`src/rtl/cpld_spi_responder.sv`:
```
`default_nettype none
// ============================================================================
// Module   : cpld_spi_responder
// Purpose  : SPI mode-0 responder giving an external SPI master (DSP or CPU)
//            read access to an ID byte and live board status, and read/write
//            access to a control register and a scratch register.
//            Frame: 16 bits MSB first = {R/W(1=read), addr[6:0], wdata[7:0]}.
//            All logic runs on sysclk; the SPI pins are oversampled.
// Ports    : sysclk         - system clock, rising edge
//            reset_INV      - synchronous active-low reset
//            spi_clk        - host SCLK (asynchronous)
//            spi_mosi       - host data (asynchronous)
//            spi_cs_INV     - host chip select, active low (asynchronous)
//            spi_miso       - responder data, registered
//            status_in[7:0] - live status, register 0x01
//            ctrl_out[7:0]  - control register 0x02
//            ctrl_wr_strobe - one-cycle pulse when ctrl_out is written
//            busy           - frame in progress (SHIFT state)
// Revision : 1.0 - initial release
// ============================================================================
module cpld_spi_responder #(
    parameter logic [7:0] ID_VALUE   = 8'hA5,
    parameter logic [7:0] CTRL_RESET = 8'h00
) (
    input  logic       sysclk,
    input  logic       reset_INV,
    input  logic       spi_clk,
    input  logic       spi_mosi,
    input  logic       spi_cs_INV,
    output logic       spi_miso,
    input  logic [7:0] status_in,
    output logic [7:0] ctrl_out,
    output logic       ctrl_wr_strobe,
    output logic       busy
);

    localparam logic [1:0] c_WAIT_CS = 2'd0;
    localparam logic [1:0] c_IDLE    = 2'd1;
    localparam logic [1:0] c_SHIFT   = 2'd2;
    localparam logic [1:0] c_DONE    = 2'd3;

    // Synchronisers (s1, s2) plus one delay stage for edge detection.
    logic       r_sck_s1, r_sck_s2, r_sck_d;
    logic       r_mosi_s1, r_mosi_s2;
    logic       r_cs_s1, r_cs_s2, r_cs_d;

    logic [1:0] r_state;
    logic [4:0] r_bit_cnt;
    logic [14:0] r_shift_in;
    logic [7:0] r_shift_out;
    logic       r_miso;
    logic [7:0] r_ctrl;
    logic [7:0] r_scratch;
    logic       r_ctrl_wr_strobe;
    // Counts the cycles after reset until the CS synchroniser holds a real
    // pin sample rather than its reset value.
    logic [1:0] r_flush;

    logic       w_sck_rise;
    logic       w_sck_fall;
    logic       w_cs_fall;
    logic [7:0] w_addr_byte;
    logic [15:0] w_frame;
    logic [7:0] w_read_data;

    assign w_sck_rise = r_sck_s2 & ~r_sck_d;
    assign w_sck_fall = ~r_sck_s2 & r_sck_d;
    assign w_cs_fall  = ~r_cs_s2 & r_cs_d;

    // Header byte and whole frame as they stand once the bit being shifted
    // in on this sck_rise is included.
    assign w_addr_byte = {r_shift_in[6:0], r_mosi_s2};
    assign w_frame     = {r_shift_in, r_mosi_s2};

    // status_in is read live here; it is frozen by being loaded into the
    // output shift register at address-complete.
    always_comb begin
        w_read_data = 8'h00;
        case (w_addr_byte[6:0])
            7'h00:   w_read_data = ID_VALUE;
            7'h01:   w_read_data = status_in;
            7'h02:   w_read_data = r_ctrl;
            7'h03:   w_read_data = r_scratch;
            default: w_read_data = 8'h00;
        endcase
    end

    always_ff @(posedge sysclk) begin
        if (!reset_INV) begin
            r_sck_s1         <= 1'b0;
            r_sck_s2         <= 1'b0;
            r_sck_d          <= 1'b0;
            r_mosi_s1        <= 1'b0;
            r_mosi_s2        <= 1'b0;
            r_cs_s1          <= 1'b1;
            r_cs_s2          <= 1'b1;
            r_cs_d           <= 1'b1;
            r_state          <= c_WAIT_CS;
            r_bit_cnt        <= 5'd0;
            r_shift_in       <= 15'd0;
            r_shift_out      <= 8'h00;
            r_miso           <= 1'b0;
            r_ctrl           <= CTRL_RESET;
            r_scratch        <= 8'h00;
            r_ctrl_wr_strobe <= 1'b0;
            r_flush          <= 2'd0;
        end else begin
            r_sck_s1  <= spi_clk;
            r_sck_s2  <= r_sck_s1;
            r_sck_d   <= r_sck_s2;
            r_mosi_s1 <= spi_mosi;
            r_mosi_s2 <= r_mosi_s1;
            r_cs_s1   <= spi_cs_INV;
            r_cs_s2   <= r_cs_s1;
            r_cs_d    <= r_cs_s2;

            if (!r_flush[1]) begin
                r_flush <= r_flush + 2'd1;
            end

            r_ctrl_wr_strobe <= 1'b0;

            case (r_state)
                c_WAIT_CS: begin
                    // Only trust CS once the synchroniser has flushed out its
                    // reset value, so a frame live across reset is skipped.
                    r_miso <= 1'b0;
                    if (r_flush[1] && r_cs_s2) begin
                        r_state <= c_IDLE;
                    end
                end

                c_IDLE: begin
                    r_miso <= 1'b0;
                    if (w_cs_fall) begin
                        r_state     <= c_SHIFT;
                        r_bit_cnt   <= 5'd0;
                        r_shift_in  <= 15'd0;
                        r_shift_out <= 8'h00;
                    end
                end

                c_SHIFT: begin
                    if (w_sck_rise) begin
                        // SCLK edge wins over a simultaneous CS rise.
                        r_shift_in <= {r_shift_in[13:0], r_mosi_s2};
                        r_bit_cnt  <= r_bit_cnt + 5'd1;
                        if (r_bit_cnt == 5'd7) begin
                            r_shift_out <= w_addr_byte[7] ? w_read_data : 8'h00;
                        end
                        if (r_bit_cnt == 5'd15) begin
                            if (!w_frame[15]) begin
                                if (w_frame[14:8] == 7'h02) begin
                                    r_ctrl           <= w_frame[7:0];
                                    r_ctrl_wr_strobe <= 1'b1;
                                end else if (w_frame[14:8] == 7'h03) begin
                                    r_scratch <= w_frame[7:0];
                                end
                            end
                            r_miso  <= 1'b0;
                            r_state <= r_cs_s2 ? c_IDLE : c_DONE;
                        end else if (r_cs_s2) begin
                            r_miso  <= 1'b0;
                            r_state <= c_IDLE;
                        end
                    end else if (r_cs_s2) begin
                        // Abort: CS released before the 16th bit.
                        r_miso  <= 1'b0;
                        r_state <= c_IDLE;
                    end else if (w_sck_fall) begin
                        if (r_bit_cnt >= 5'd8) begin
                            r_miso      <= r_shift_out[7];
                            r_shift_out <= {r_shift_out[6:0], 1'b0};
                        end else begin
                            r_miso <= 1'b0;
                        end
                    end
                end

                c_DONE: begin
                    r_miso <= 1'b0;
                    if (r_cs_s2) begin
                        r_state <= c_IDLE;
                    end
                end

                default: begin
                    r_miso  <= 1'b0;
                    r_state <= c_WAIT_CS;
                end
            endcase
        end
    end

    assign spi_miso       = r_miso;
    assign ctrl_out       = r_ctrl;
    assign ctrl_wr_strobe = r_ctrl_wr_strobe;
    assign busy           = (r_state == c_SHIFT);

endmodule
`default_nettype wire

```
`config.mk`:
```
export PLATFORM = sky130hd
export DESIGN_NAME = cpld_spi_responder
export DESIGN_NICKNAME = d
export VERILOG_FILES = /design/src/rtl/cpld_spi_responder.sv
export SDC_FILE = /design/constraint.sdc
export NUM_CORES = 1
export LEC_CHECK = 0
export ABC_AREA = 1
export BUFFER_PORTS_ARGS = -buffer_cell sky130_fd_sc_hd__buf_4
export CAP_MARGIN = 30
export CORE_UTILIZATION = 63
export DETAILED_ROUTE_END_ITERATION = 6
export PLACE_DENSITY = 0.86
export SETUP_SLACK_MARGIN = 0.02
export SLEW_MARGIN = 20
export SYNTH_ARGS = -nofsm -noshare
export SYNTH_HDL_FRONTEND = slang
export SYNTH_SLANG_ARGS = --single-unit
```
`constraint.sdc`:
```
create_clock -name sysclk -period 3.66 [get_ports sysclk]
set_input_delay 0.732 -clock sysclk [delete_from_list [all_inputs] [get_ports sysclk]]
set_output_delay 0.732 -clock sysclk [all_outputs]
set_load 0.05 [all_outputs]
```
Word level (Yosys, flattened, before mapping)

Cells that the tools add are included.

Bits in registers: 58
Input port bits: 13

$add $sub $neg: 2
Magnitude comparators: 1
Equality and inequality tests: 19
Mux-type cells: 31
Bitwise operators: 12
Reductions and logical operators: 12

Operator list:

| cell                  | number |
|---|---|
| $mux W8               | 7 |
| $pmux W8 S4           | 1 |
| $mux W15              | 2 |
| $pmux W15 S2          | 1 |
| $eq A7 B2 Y1 const B  | 4 |
| $pmux W8 S2           | 1 |
| $mux W2               | 7 |
| $reduce_and A6 Y1     | 2 |
| $mux W5               | 2 |
| $pmux W5 S2           | 1 |
| $not A1 Y1            | 9 |
| $pmux W2 S4           | 1 |
| $eq A7 B1 Y1 const B  | 1 |
| $logic_not A7 Y1      | 1 |
| $mux W1               | 7 |
| $ne A3 B1 Y1 const B  | 2 |
| $ne A3 B2 Y1 const B  | 2 |
| $add A5 B1 Y5 const B | 1 |
| $eq A5 B3 Y1 const B  | 1 |
| $eq A5 B4 Y1 const B  | 1 |
| $ge A5 B4 Y1 const B  | 1 |
| $reduce_and A5 Y1     | 1 |
| $reduce_or A5 Y1      | 1 |
| $eq A2 B2 Y1 const B  | 2 |
| 14 further kinds      | 18 |

Depth between registers and ports, before layout

Depth in word-level cells: 6
Mapped depth: 12
Depth with buffers taken out: 11

Worst setup path before layout

Ideal clock, no wire load.

Path kind: reg-to-output
Start point: register r_state[1]
End point: output busy
Arrival: 1.288 ns
Required time: 2.928 ns
Path slack: 1.640 ns
Cell stages (with the launch flop): 4
Path buffers: 1
Cells stage by stage: dfxtp_1 -> inv_2 -> nor2_4 -> clkbuf_1

Cells in the longest elaborated chain, start to end: 1

Ends and longest elaborated chain:

| element                | line | text |
|---|---|---|
| start, declared        | 47   | `logic [1:0] r_state;` |
| start signal, assigned | 98   | `r_state <= c_WAIT_CS;` |
| start signal, assigned | 129  | `r_state <= c_IDLE;` |
| start signal, assigned | 136  | `r_state <= c_SHIFT;` |
| $eq A2 B2 Y1           | 198  | `assign busy = (r_state == c_SHIFT);` |
| end, declared          | 34   | `output logic busy` |

Every way passes these cells.

Worst setup path in the final report

Same ends and word-level chain as after synthesis.

==> metrics <==
sw frac=about a quarter; H-tree lvl count=3; switching power of the nets=0.000292 W; FILL cells=a little over 300; syn nets=392; Main synth FF type=dfxtp_1; Leak Pwr=approximately 1.3 nW; DP HPWL=about 4200 um; peak supply drop=0.314 mV; initial antenna violation count=0; Gates resized, CTS repair=0; P&R area growth vs syn=12.1%; 1st-pass router iterations=4; GR Overflow Total=0; gpl congestion=0.847; worst hold path type=flop to flop; Die W=a little under 70 um; final WL=6000 um; post-synth top area share=a little over two fifths; layout cells sized above 1=approximately 15%; Worst Tran Pin Value=0.885 ns; CTS tree=done; die height=68.1 um; Worst R2R End=r_shift_out[2]; Yosys reg bits=58; Syn Area/Cell=between 7 and 8 sq um; vias in the first global route=roughly 2300; largest net degree at the start of global routing=30; status=finished, final reports clean; Worst Skew=between 0.006 and 0.007 ns; number of synthesized flops with an enable pin=0; fin crit share=60.1%; fmax=0.454 GHz; reg2reg path depth=9; Slew Limit Fails=0; setup TNS=0 ns; Critical Path RT=2.93 ns; post-layout util=approximately three quarters; post-synth top area cell=dfxtp_1; total track usage=between 20% and 30%; Port Buffers=23; I/O pin count=24; internal power=about 0.00095 W; clk sinks=58; DR vias/cell=5.57; die area=about 4600 sq um; total number of vias=roughly 2500; Reg2Reg Setup Slack=approximately 1.6 ns; first-pass GRT wire length=approximately 10000 um; most numerous cell in the Yosys netlist=nor2_1; CTS Buf Count=9; DRC viols=0; sequential share of power=around 53%; power density cells=~400 nW/um^2; Syn Inst Count=between 300 and 400; clock share of power=40.4%; maximum capacitance violations=0; DRT antenna net count=0; top cells by count, synth=73 x nor2_1, 58 x dfxtp_1, 56 x nand2_1, 40 x inv_1, 32 x nand3_1; Async SR Flop Fraction=0%; Critical Path Fanout Max=18; hold depth=2; postcts setup bufs=0; Final #Nets=approximately 420; RSZ-0062 raised after global routing=false; WHS Endpoint=r_sck_s2; Syn Std Cell Area=2750 sq um; Seq/Total Area, Yosys=about 42%; Worst Path Arrival=around 1.5 ns; Setup-failing EPs final=0; element type at the critical path end=output pin; Fin. Hold Viols=0; combinational share of power=6.7%; Starting DRT DRC Count=approximately 200; antenna cells=0; top cells by area, synth=dfxtp_1 42%, nor2_1 10%, nand2_1 7.6%, nand3_1 5.8%, inv_1 5.5%; fin crit period=around 2.2 ns; clk_lat worst skew=about 0.33 ns; Power Total=roughly 0.0012 W; CTS root buffer=clkbuf_8; cts hold-fix bufs=0; WL/cell=13.3 um; Slew headroom=approximately 40%; Core Area=~4100 sq um; Cell Rows=23; Worst-path clk slew=0.06 ns; Max Buffers Root-to-Sink=2; Ys Warns=0; Critical Path Source Type=flop; Netlist cell types=30; worst hold start=r_sck_s1; worst reg2reg startpoint=r_shift_in[3]; initial core utilization=between 60 and 70%; Setup Crit Path Kind=flop to output pin
-- sequential cells by signal, summed over array words and instances (netlist names) --
register,count
r_shift_out,8
r_cs_s1,1
r_cs_s2,1
r_mosi_s2,1
ctrl_wr_strobe,1
r_bit_cnt,5
r_scratch,8
r_shift_in,15
r_mosi_s1,1
r_sck_s2,1
r_flush,2
spi_miso,1
r_cs_d,1
r_sck_d,1
r_state,2
ctrl_out,8
r_sck_s1,1
-- routing by layer --
metal / vias up / part of all wire [%] / GRT usage (%)
met1: 1163 / 45 / 34.9
met5: - / 0 / 0
met3: 9 / 4.2 / 8.00
met2: 64 / 49 / 50.5
met4: 0 / 1.9 / 13.0
li1: 1271 / - / -
-- cell usage in the layout (no fill, tap or decap), types with 2 or more instances in the layout --
cell,netlist,layout
clkbuf_1,5,2
a211oi_2,5,5
a21oi_1,27,27
buf_4,0,25
nand2_2,3,3
a211oi_1,9,9
inv_2,6,6
nand2_4,2,2
o21ai_0,6,6
inv_1,40,40
nand3_1,32,32
nand2_1,56,56
or2_2,2,2
nor2_4,3,3
nand4_1,7,7
ha_1,4,4
clkbuf_8,0,11
nor2_1,73,73
o21bai_1,8,8
nor3_1,10,10
o21ai_1,4,4
dfxtp_1,58,58
-- worst max-delay path: stages, from the launching register on --
cell	delay (ns)
dfxtp_1	0.46
inv_2	0.07
nor2_4	0.33
buf_4	0.28
-- how the worst max path moves through the flow --
| stage | startpoint | endpoint | slack (ns) |
|---|---|---|---|
| after floorplan | r_state[1] | busy | 1.64 |
| after global placement | reset_INV | ctrl_out[5] | 1.56 |
| after detailed placement | reset_INV | ctrl_out[5] | 1.54 |
| after CTS | r_state[1] | busy | 1.46 |
| after global routing | r_bit_cnt[0] | ctrl_out[3] | 1.31 |
| final | r_state[1] | busy | 1.46 |
-- cell type report --
class	instances	area [sq um]	share of cell area [%]
clock buffer	13	159	5.15
multi-input combinational	258	1340	43.5
timing repair buffer	25	188	6.09
tap	50	62.6	2.03
sequential	58	1160	37.6
inverter	46	173	5.60
-- metrics by stage --
| stage | setup WS (ns) | area (sq um) | std cells | hold WS [ns] |
|---|---|---|---|---|
| after global placement | 1.56 | 2930 | 437 | 0.397 |
| final | 1.46 | 3080 | 450 | 0.412 |
| after detailed placement | 1.54 | 2930 | 437 | 0.402 |
| after floorplan | 1.64 | 2750 | 375 | 0.390 |
| after global routing | 1.31 | 3080 | 450 | 0.433 |
| after CTS | 1.46 | 3080 | 450 | 0.416 |
-- power groups by stage --
| stage | logic (W) | registers (W) | clock network (W) |
|---|---|---|---|
| final | 0.0000829 | 0.000654 | 0.000501 |
| after global routing | 0.0000923 | 0.000656 | 0.000534 |
| after CTS | 0.0000828 | 0.000654 | 0.000506 |
| after detailed placement | 0.0000818 | 0.000668 | 0 |
| after global placement | 0.0000796 | 0.000668 | 0 |
| after floorplan | 0.0000598 | 0.000666 | 0 |
-- cells by family (layout without fill, tap and decap cells) --
family          count (synthesis)  in the layout  share of synthesized area, %
compound gates                 61             61                          14.3
fa+ha+maj                       4              4                          1.82
buf+inv                        59             84                          9.05
flops                          58             58                          42.2
simple gates                  193            193                          32.6
(Power assumes the default switching activity.)
